`src/rtl/register_file_pkg.sv`:
```
// Shared constants and types for the register file.
// Default geometry, data word and register address typedefs.
package register_file_pkg;

    localparam int DATA_W_DEF = 32;
    localparam int ADDR_W_DEF = 5;

    typedef logic [DATA_W_DEF-1:0] word_t;
    typedef logic [ADDR_W_DEF-1:0] addr_t;

endpackage

```
`src/rtl/register_file_if.sv`:
```
// Write/read bus of the register file.
// Master drives write and read addresses; slave returns read data.
interface register_file_if
    import register_file_pkg::*;
#(
    parameter int DATA_W = DATA_W_DEF,
    parameter int ADDR_W = ADDR_W_DEF
);

    logic              EN;
    logic [ADDR_W-1:0] WA;
    logic [DATA_W-1:0] WD;
    logic [ADDR_W-1:0] ADR1;
    logic [ADDR_W-1:0] ADR2;
    logic [DATA_W-1:0] RS1;
    logic [DATA_W-1:0] RS2;

    modport master (
        output EN, WA, WD, ADR1, ADR2,
        input  RS1, RS2
    );

    modport slave (
        input  EN, WA, WD, ADR1, ADR2,
        output RS1, RS2
    );

endinterface

```
`src/rtl/register_file.sv`:
```
// Two-read, one-write register file with hardwired zero register.
// Reads are combinational; writes land on the rising clock edge.
module register_file
    import register_file_pkg::*;
#(
    parameter int DATA_W = DATA_W_DEF,
    parameter int ADDR_W = ADDR_W_DEF
) (
    input logic             CLK,
    input logic             RST_N,
    register_file_if.slave  bus
);

    localparam int NREG = 2 ** ADDR_W;

    logic [DATA_W-1:0] regs_q [NREG];
    logic [DATA_W-1:0] regs_d [NREG];

    // Next state: keep contents, apply one write unless aimed at reg 0.
    always_comb begin
        regs_d = regs_q;
        if (bus.EN && (bus.WA != '0)) begin
            regs_d[bus.WA] = bus.WD;
        end
        regs_d[0] = '0;
    end

    // Storage with asynchronous clear of every register.
    always_ff @(posedge CLK or negedge RST_N) begin
        if (!RST_N) begin
            for (int i = 0; i < NREG; i++) begin
                regs_q[i] <= '0;
            end
        end else begin
            regs_q <= regs_d;
        end
    end

    // Read muxes: no bypass, reg 0 forced to zero.
    always_comb begin
        bus.RS1 = (bus.ADR1 == '0) ? '0 : regs_q[bus.ADR1];
        bus.RS2 = (bus.ADR2 == '0) ? '0 : regs_q[bus.ADR2];
    end

endmodule

```
`src/flat_wrapper.sv`:
```
// flat-port wrapper written by rule: the top's interface ports become plain ports
module register_file_flat import register_file_pkg::*;
#(
    parameter int DATA_W = DATA_W_DEF,
    parameter int ADDR_W = ADDR_W_DEF
)
  (CLK, RST_N, bus_EN, bus_WA, bus_WD, bus_ADR1, bus_ADR2, bus_RS1, bus_RS2);
  register_file_if #(.DATA_W(DATA_W), .ADDR_W(ADDR_W)) bus_i ();
  input logic CLK;
  input logic RST_N;
  input wire logic [$bits(bus_i.EN)-1:0] bus_EN;
  input wire logic [$bits(bus_i.WA)-1:0] bus_WA;
  input wire logic [$bits(bus_i.WD)-1:0] bus_WD;
  input wire logic [$bits(bus_i.ADR1)-1:0] bus_ADR1;
  input wire logic [$bits(bus_i.ADR2)-1:0] bus_ADR2;
  output wire logic [$bits(bus_i.RS1)-1:0] bus_RS1;
  output wire logic [$bits(bus_i.RS2)-1:0] bus_RS2;
  assign bus_i.EN = bus_EN;
  assign bus_i.WA = bus_WA;
  assign bus_i.WD = bus_WD;
  assign bus_i.ADR1 = bus_ADR1;
  assign bus_i.ADR2 = bus_ADR2;
  assign bus_RS1 = bus_i.RS1;
  assign bus_RS2 = bus_i.RS2;
  register_file #(.DATA_W(DATA_W), .ADDR_W(ADDR_W)) u_core (.CLK(CLK), .RST_N(RST_N), .bus(bus_i));
endmodule
```
`config.mk`:
```
export PLATFORM = sky130hd
export DESIGN_NAME = register_file_flat
export DESIGN_NICKNAME = d
export VERILOG_FILES = /design/src/rtl/register_file_pkg.sv /design/src/rtl/register_file_if.sv /design/src/rtl/register_file.sv /design/src/flat_wrapper.sv
export SDC_FILE = /design/constraint.sdc
export NUM_CORES = 2
export LEC_CHECK = 0
export ABC_AREA = 0
export CAP_MARGIN = 5
export CORE_UTILIZATION = 45
export DETAILED_ROUTE_END_ITERATION = 12
export GPL_TIMING_DRIVEN = 0
export SLEW_MARGIN = 30
export SYNTH_ARGS = -nofsm -noshare
export SYNTH_HDL_FRONTEND = slang
export SYNTH_SLANG_ARGS = --single-unit
```
`constraint.sdc`:
```
create_clock -name CLK -period 5.8 [get_ports CLK]
set_clock_uncertainty 0.1 [all_clocks]
set_input_delay 1.45 -clock CLK [delete_from_list [all_inputs] [get_ports CLK]]
set_output_delay 1.45 -clock CLK [all_outputs]
set_load 0.1 [all_outputs]
```
# Yosys cells after proc, flatten, opt, wreduce, memory -nomap -nowiden

Cells that the tools add are included.

Reductions and logical operators: 5
Bitwise operators: 3
Magnitude comparators: 4
Multiplexer cells: 11

Operators with widths:

| operator                                                              | count |
|---|---|
| 1024-bit bitwise mux                                                  | 1 |
| 32-bit binary-select mux with 5-bit select                            | 2 |
| 32-bit two-way mux                                                    | 7 |
| 32-bit demux with 5-bit select                                        | 1 |
| 6-bit greater-or-equal comparator (second input constant)             | 3 |
| 5-bit NOT with 6-bit output                                           | 3 |
| 5-bit logical NOT                                                     | 2 |
| 6-bit by 1-bit < comparator with 1-bit output (second input constant) | 1 |
| 5-bit nonzero test                                                    | 1 |
| 1-bit logical AND                                                     | 2 |

Input port bits: 50
Output and inout port bits: 64
Flip-flop bits (word level): 992
Logic and storage cells: 54

# Logic depth before layout (Yosys ltp)

Word-level depth: 6
Mapped depth: 9
Gate-level depth less buffers: 4

# Least setup slack after synthesis

OpenSTA, ideal clock, no wires.

Kind: input -> output
From: input bus_ADR2[1]
To: output bus_RS2[10]
Buffers on the path: 4
Required time: 4.250 ns
Cell stages on the path: 8
Arrival: 5.334 ns
Path slack: -1.084 ns
Cell sequence: buf_6 buf_6 or2_1 buf_6 buf_6 o22ai_1 nor3_1 nor4_1

Cells in the longest elaborated chain, start to end: 5

RTL lines:

| element                                               | RTL line            | source |
|---|---|---|
| start: declaration                                    | flat_wrapper.sv:15  | `input wire logic [$bits(bus_i.ADR2)-1:0] bus_ADR2;` |
| 5-bit NOT with 6-bit output (implied by the code)     | register_file.sv:42 | `bus.RS2 = (bus.ADR2 == '0) ? '0 : regs_q[bus.ADR2];` |
| 32-bit binary-select mux with 5-bit select            | register_file.sv:42 |  |
| 32-bit two-way mux (implied by the code) (2 in a row) | register_file.sv:42 |  |
| 32-bit two-way mux *                                  | register_file.sv:42 |  |
| end: declaration                                      | flat_wrapper.sv:17  | `output wire logic [$bits(bus_i.RS2)-1:0] bus_RS2;` |

Mark *: on every way between the ends. The rest lies on a longest branch, timed or not. The select of a mux whose other input is x is not followed.

# Final worst setup path

From: input bus_ADR2[2]
To: output bus_RS2[14]

The elaborated chain is that of the path after synthesis.

==> impl_metrics.csv <==
group,metric,value,unit
min_path,worst_min_path_start,"u_core.regs_q[115]$_DFFE_PN0P_",
die,coreArea,0.118,mm²
sta,final_max_slew_viol_count,0,
logic_synthesis,synth_enable_flop_cells,0,
logic_synthesis,synth-async-reset-ratio,1.00,
clocking,cts_num_sinks,992,
place,post_detailed_placement_half_perimeter_wirelength,145000,µm
logic_synthesis,synth_largest_type_area_fraction,0.463,
sta,rel_slew_slack,0.186,
final_layout,syn_to_layout_area_delta,14.0,%
route,first_iter_violations,4648,
logic_synthesis,predominant_post_synthesis_flop_cell,"dfrtp_1",
route,viasPerCell,6.65,
route,wl,213000,µm
place,finalWeightedCongestion,0.968,
global_route,global_route_wire_length_before_repair,300000,µm
place,io_buffer_count,109,
route,route.detailed.wl_per_inst,36.1,µm
power_and_ir_drop,power_frac_seq,0.431,
clocking,tritoncts.num_buffers,114,
route,first_pass_iters,7,
clocking,cts.root.buffer_cell,"clkbuf_16",
die,die_h,347,µm
logic_synthesis,sequential_cell_area_fraction_in_the_yosys_report,0.463,
logic_synthesis,yosys.cell_count.top_type,"mux2_2",
flow_run,drv_cap,0,
die,core_rows,126,
setup_path,timing.reg2reg.worst_path_depth,1,
setup_path,worst_r2r_startpoint,"u_core.regs_q[27]$_DFFE_PN0P_",
logic_synthesis,syn_area,0.0536,mm²
setup_path,crit_end,"bus_RS2[14]",
global_route,antenna_found_initial,4,
logic_synthesis,adder_cell_share_of_the_synthesized_area,0,
setup_path,crit_path_top_delay_cell,"clkdlybuf4s50_1",
power_and_ir_drop,power_frac_clock,0.338,
die,design.die.area,0.121,mm²
logic_synthesis,multiplexer_fraction_of_the_synthesized_cell_area,0.396,
setup_path,r2r_setup_slack,4880,ps
final_layout,max_reg_flops,992,
logic_synthesis,unique_masters_post_synth,40,
place,place_worst_setup_slack,-1550,ps
logic_synthesis,main_combinational_cell_family_by_area_after_synthesis,"multiplexers",
clocking,cts_max_level,3,
logic_synthesis,synth_top_cells_by_count,"mux2_2 (1047), dfrtp_1 (992), mux2i_1 (641)",
place,placedCellCount,5707,
setup_path,startpoint,"bus_ADR2[2]",
final_layout,fill_cells,10300,
logic_synthesis,yosys.area.top_type,"dfrtp_1",
sta,timing_worst_slew_pin_value,1220,ps
sta,finalHoldViolations,0,
power_and_ir_drop,power.share.switching,0.310,
setup_path,cp_data_required_time,4250,ps
sta,layout_worst_path_cycle_share,1.02,
setup_path,critPathCaptureType,"output pin",
power_and_ir_drop,vdd_drop_max,0.000259,V
final_layout,regMostFlops,"u_core.regs_q",
logic_synthesis,yosysWarningCount,0,
final_layout,layout-drive-gt1-share,0.424,
logic_synthesis,syn-instance-count,4052,
sta,worst_hold_slack,418,ps
global_route,gr-total-overflow,0,
power_and_ir_drop,power,0.0216,W
die,floorplan.initialDensity,0.454,
logic_synthesis,number_of_nets_in_the_synthesized_netlist,4102,
clocking,tritoncts,"done",
clocking,clk_latency,730,ps
route,postRouteAntennaNets,0,
logic_synthesis,synth-xor-area-share,0,
final_layout,stdcell_count,5911,
logic_synthesis,synth_seq_cells,992,
logic_synthesis,synthTopCellsByArea,"dfrtp_1 (46%), mux2_2 (22%), mux2i_1 (12%)",
setup_path,slowest_delay,660,ps
setup_path,critical_path_class,"in -> out",
status,violations,"setup timing",
setup_path,timing.critical_path.fanout_max,10,
clocking,worst_setup_hold_path_clk_slew,50,ps
clocking,clk_path_buf_depth,3,
sta,finalCriticalPeriod,5890,ps
sta,max_freq,170,MHz
route,vias,39300,
final_layout,largestRegisters,"u_core.regs_q x992",
setup_path,crit_arrival,4340,ps
die,floorplan.io_pins,114,
logic_synthesis,yosys.area_share.simple,0.0322,
setup_path,worst_setup_path_start_kind,"primary input",
final_layout,post_layout_net_count,4335,
power_and_ir_drop,netSwitchingPower,0.00670,W
setup_path,cp_cell_sequence,"clkdlybuf4s50_1 -> buf_4 -> and2_1 -> clkbuf_2 -> a22oi_1 -> a21oi_1 -> nor4_2 -> buf_6",
logic_synthesis,synth_area_per_cell,13.2,µm²
power_and_ir_drop,power.density_cell_area,353,mW/mm²
power_and_ir_drop,pwr-share-comb,0.231,
global_route,global_route_usage_sum,0.352,
min_path,hold_path.class,"reg -> reg",
route,detail_route.drc_violations,0,
clocking,cts-hold-fix-buffers,0,
power_and_ir_drop,power_report.internal_total,0.0149,W
sta,final_critical_path_setup_slack,-87.7,ps
die,fp.dieW,347,µm
sta,setup_total_negative_slack,-835,ps
global_route,vias_in_the_first_global_route,39600,
status,run_status,"finished, violations left",
power_and_ir_drop,cellLeakagePower,27.5,nW
setup_path,endpoint_of_the_worst_slack_reg_to_reg_timing_path,"u_core.regs_q[27]$_DFFE_PN0P_",
sta,finalSetupViolations,26,
global_route,grt_max_degree,123,
logic_synthesis,synth_compound_gate_area_share,0.0669,
logic make-up after synthesis:
kind of cell	after synthesis
compound gates	509
flops	992
mux	1826
buf+inv	426
simple gates	299
power by group through the flow:
stage	sequential [W]	combinational (W)	clock, W
3_3_place_gp	0.00936	0.00479	0
6_report	0.00930	0.00498	0.00729
2_1_floorplan	0.00907	0.00361	0
3_5_place_dp	0.00937	0.00490	0
5_1_grt	0.00948	0.00524	0.00761
4_1_cts	0.00925	0.00491	0.00734
metrics by stage:
step            util  cell area, µm²
2_1_floorplan      -           53800
3_3_place_gp   0.482           56900
3_5_place_dp   0.484           57200
4_1_cts        0.517           61000
5_1_grt        0.517           61100
6_report       0.517           61100
cell type report:
cell class | count | area, µm² | share of cell area
Buffer | 424 | 2390 | 0.0391
Clock buffer | 165 | 3310 | 0.0541
Sequential cell | 992 | 24800 | 0.406
Timing Repair Buffer | 119 | 1200 | 0.0197
Multi-Input combinational cell | 2634 | 27000 | 0.443
Antenna cell | 3 | 7.51 | 0.000123
Clock inverter | 38 | 404 | 0.00661
Tap cell | 1536 | 1920 | 0.0315
worst min-delay path by stage:
stage / to / cells after the start
finish: u_core.regs_q[115]$_DFFE_PN0P_ / 1
global route: u_core.regs_q[917]$_DFFE_PN0P_ / 1
CTS: u_core.regs_q[115]$_DFFE_PN0P_ / 1
detailed placement: u_core.regs_q[115]$_DFFE_PN0P_ / 1
global placement: u_core.regs_q[99]$_DFFE_PN0P_ / 1
floorplan: u_core.regs_q[609]$_DFFE_PN0P_ / 1
cell usage in the layout (no fill, tap or decap), drive strengths merged, types with 23 or more instances in the layout:
cell type / synthesis / layout
a22o: 31 / 31
a221o: 63 / 63
buf: 250 / 320
nor4: 32 / 32
clkinv: 0 / 23
a21oi: 32 / 32
a211oi: 32 / 32
clkbuf: 176 / 345
a22oi: 63 / 63
dfrtp: 992 / 992
nor2b: 37 / 37
a31oi: 31 / 31
o22ai: 256 / 256
clkdlybuf4s50: 0 / 42
mux2: 1056 / 1056
nor3: 161 / 161
mux4: 129 / 129
mux2i: 641 / 641
critical path, delay by kind of cell:
family	cells	cell delay [ps]
buffers and inverters	4	1590
AND/OR/NAND/NOR	2	670
AO/OA/AOI/OAI	2	590
timing repair:
action / in CTS / in global routing
buffers inserted: 0 / 0
gates resized for setup: 498 / 31
pin swaps: 1 / 5
endpoints found under the setup margin: 64 / 47
hold endpoints to repair: 0 / 0
metal layers:
| metal | part of all wire | vias to the layer above | global-route usage |
|---|---|---|---|
| li1 | - | 16000 | - |
| met4 | 0.056 | 6 | 0.178 |
| met3 | 0.10 | 534 | 0.0938 |
| met5 | 0.00076 | - | 0.00640 |
| met2 | 0.43 | 2122 | 0.519 |
| met1 | 0.41 | 20700 | 0.474 |
Note: power is estimated with default switching activity, not from simulation.
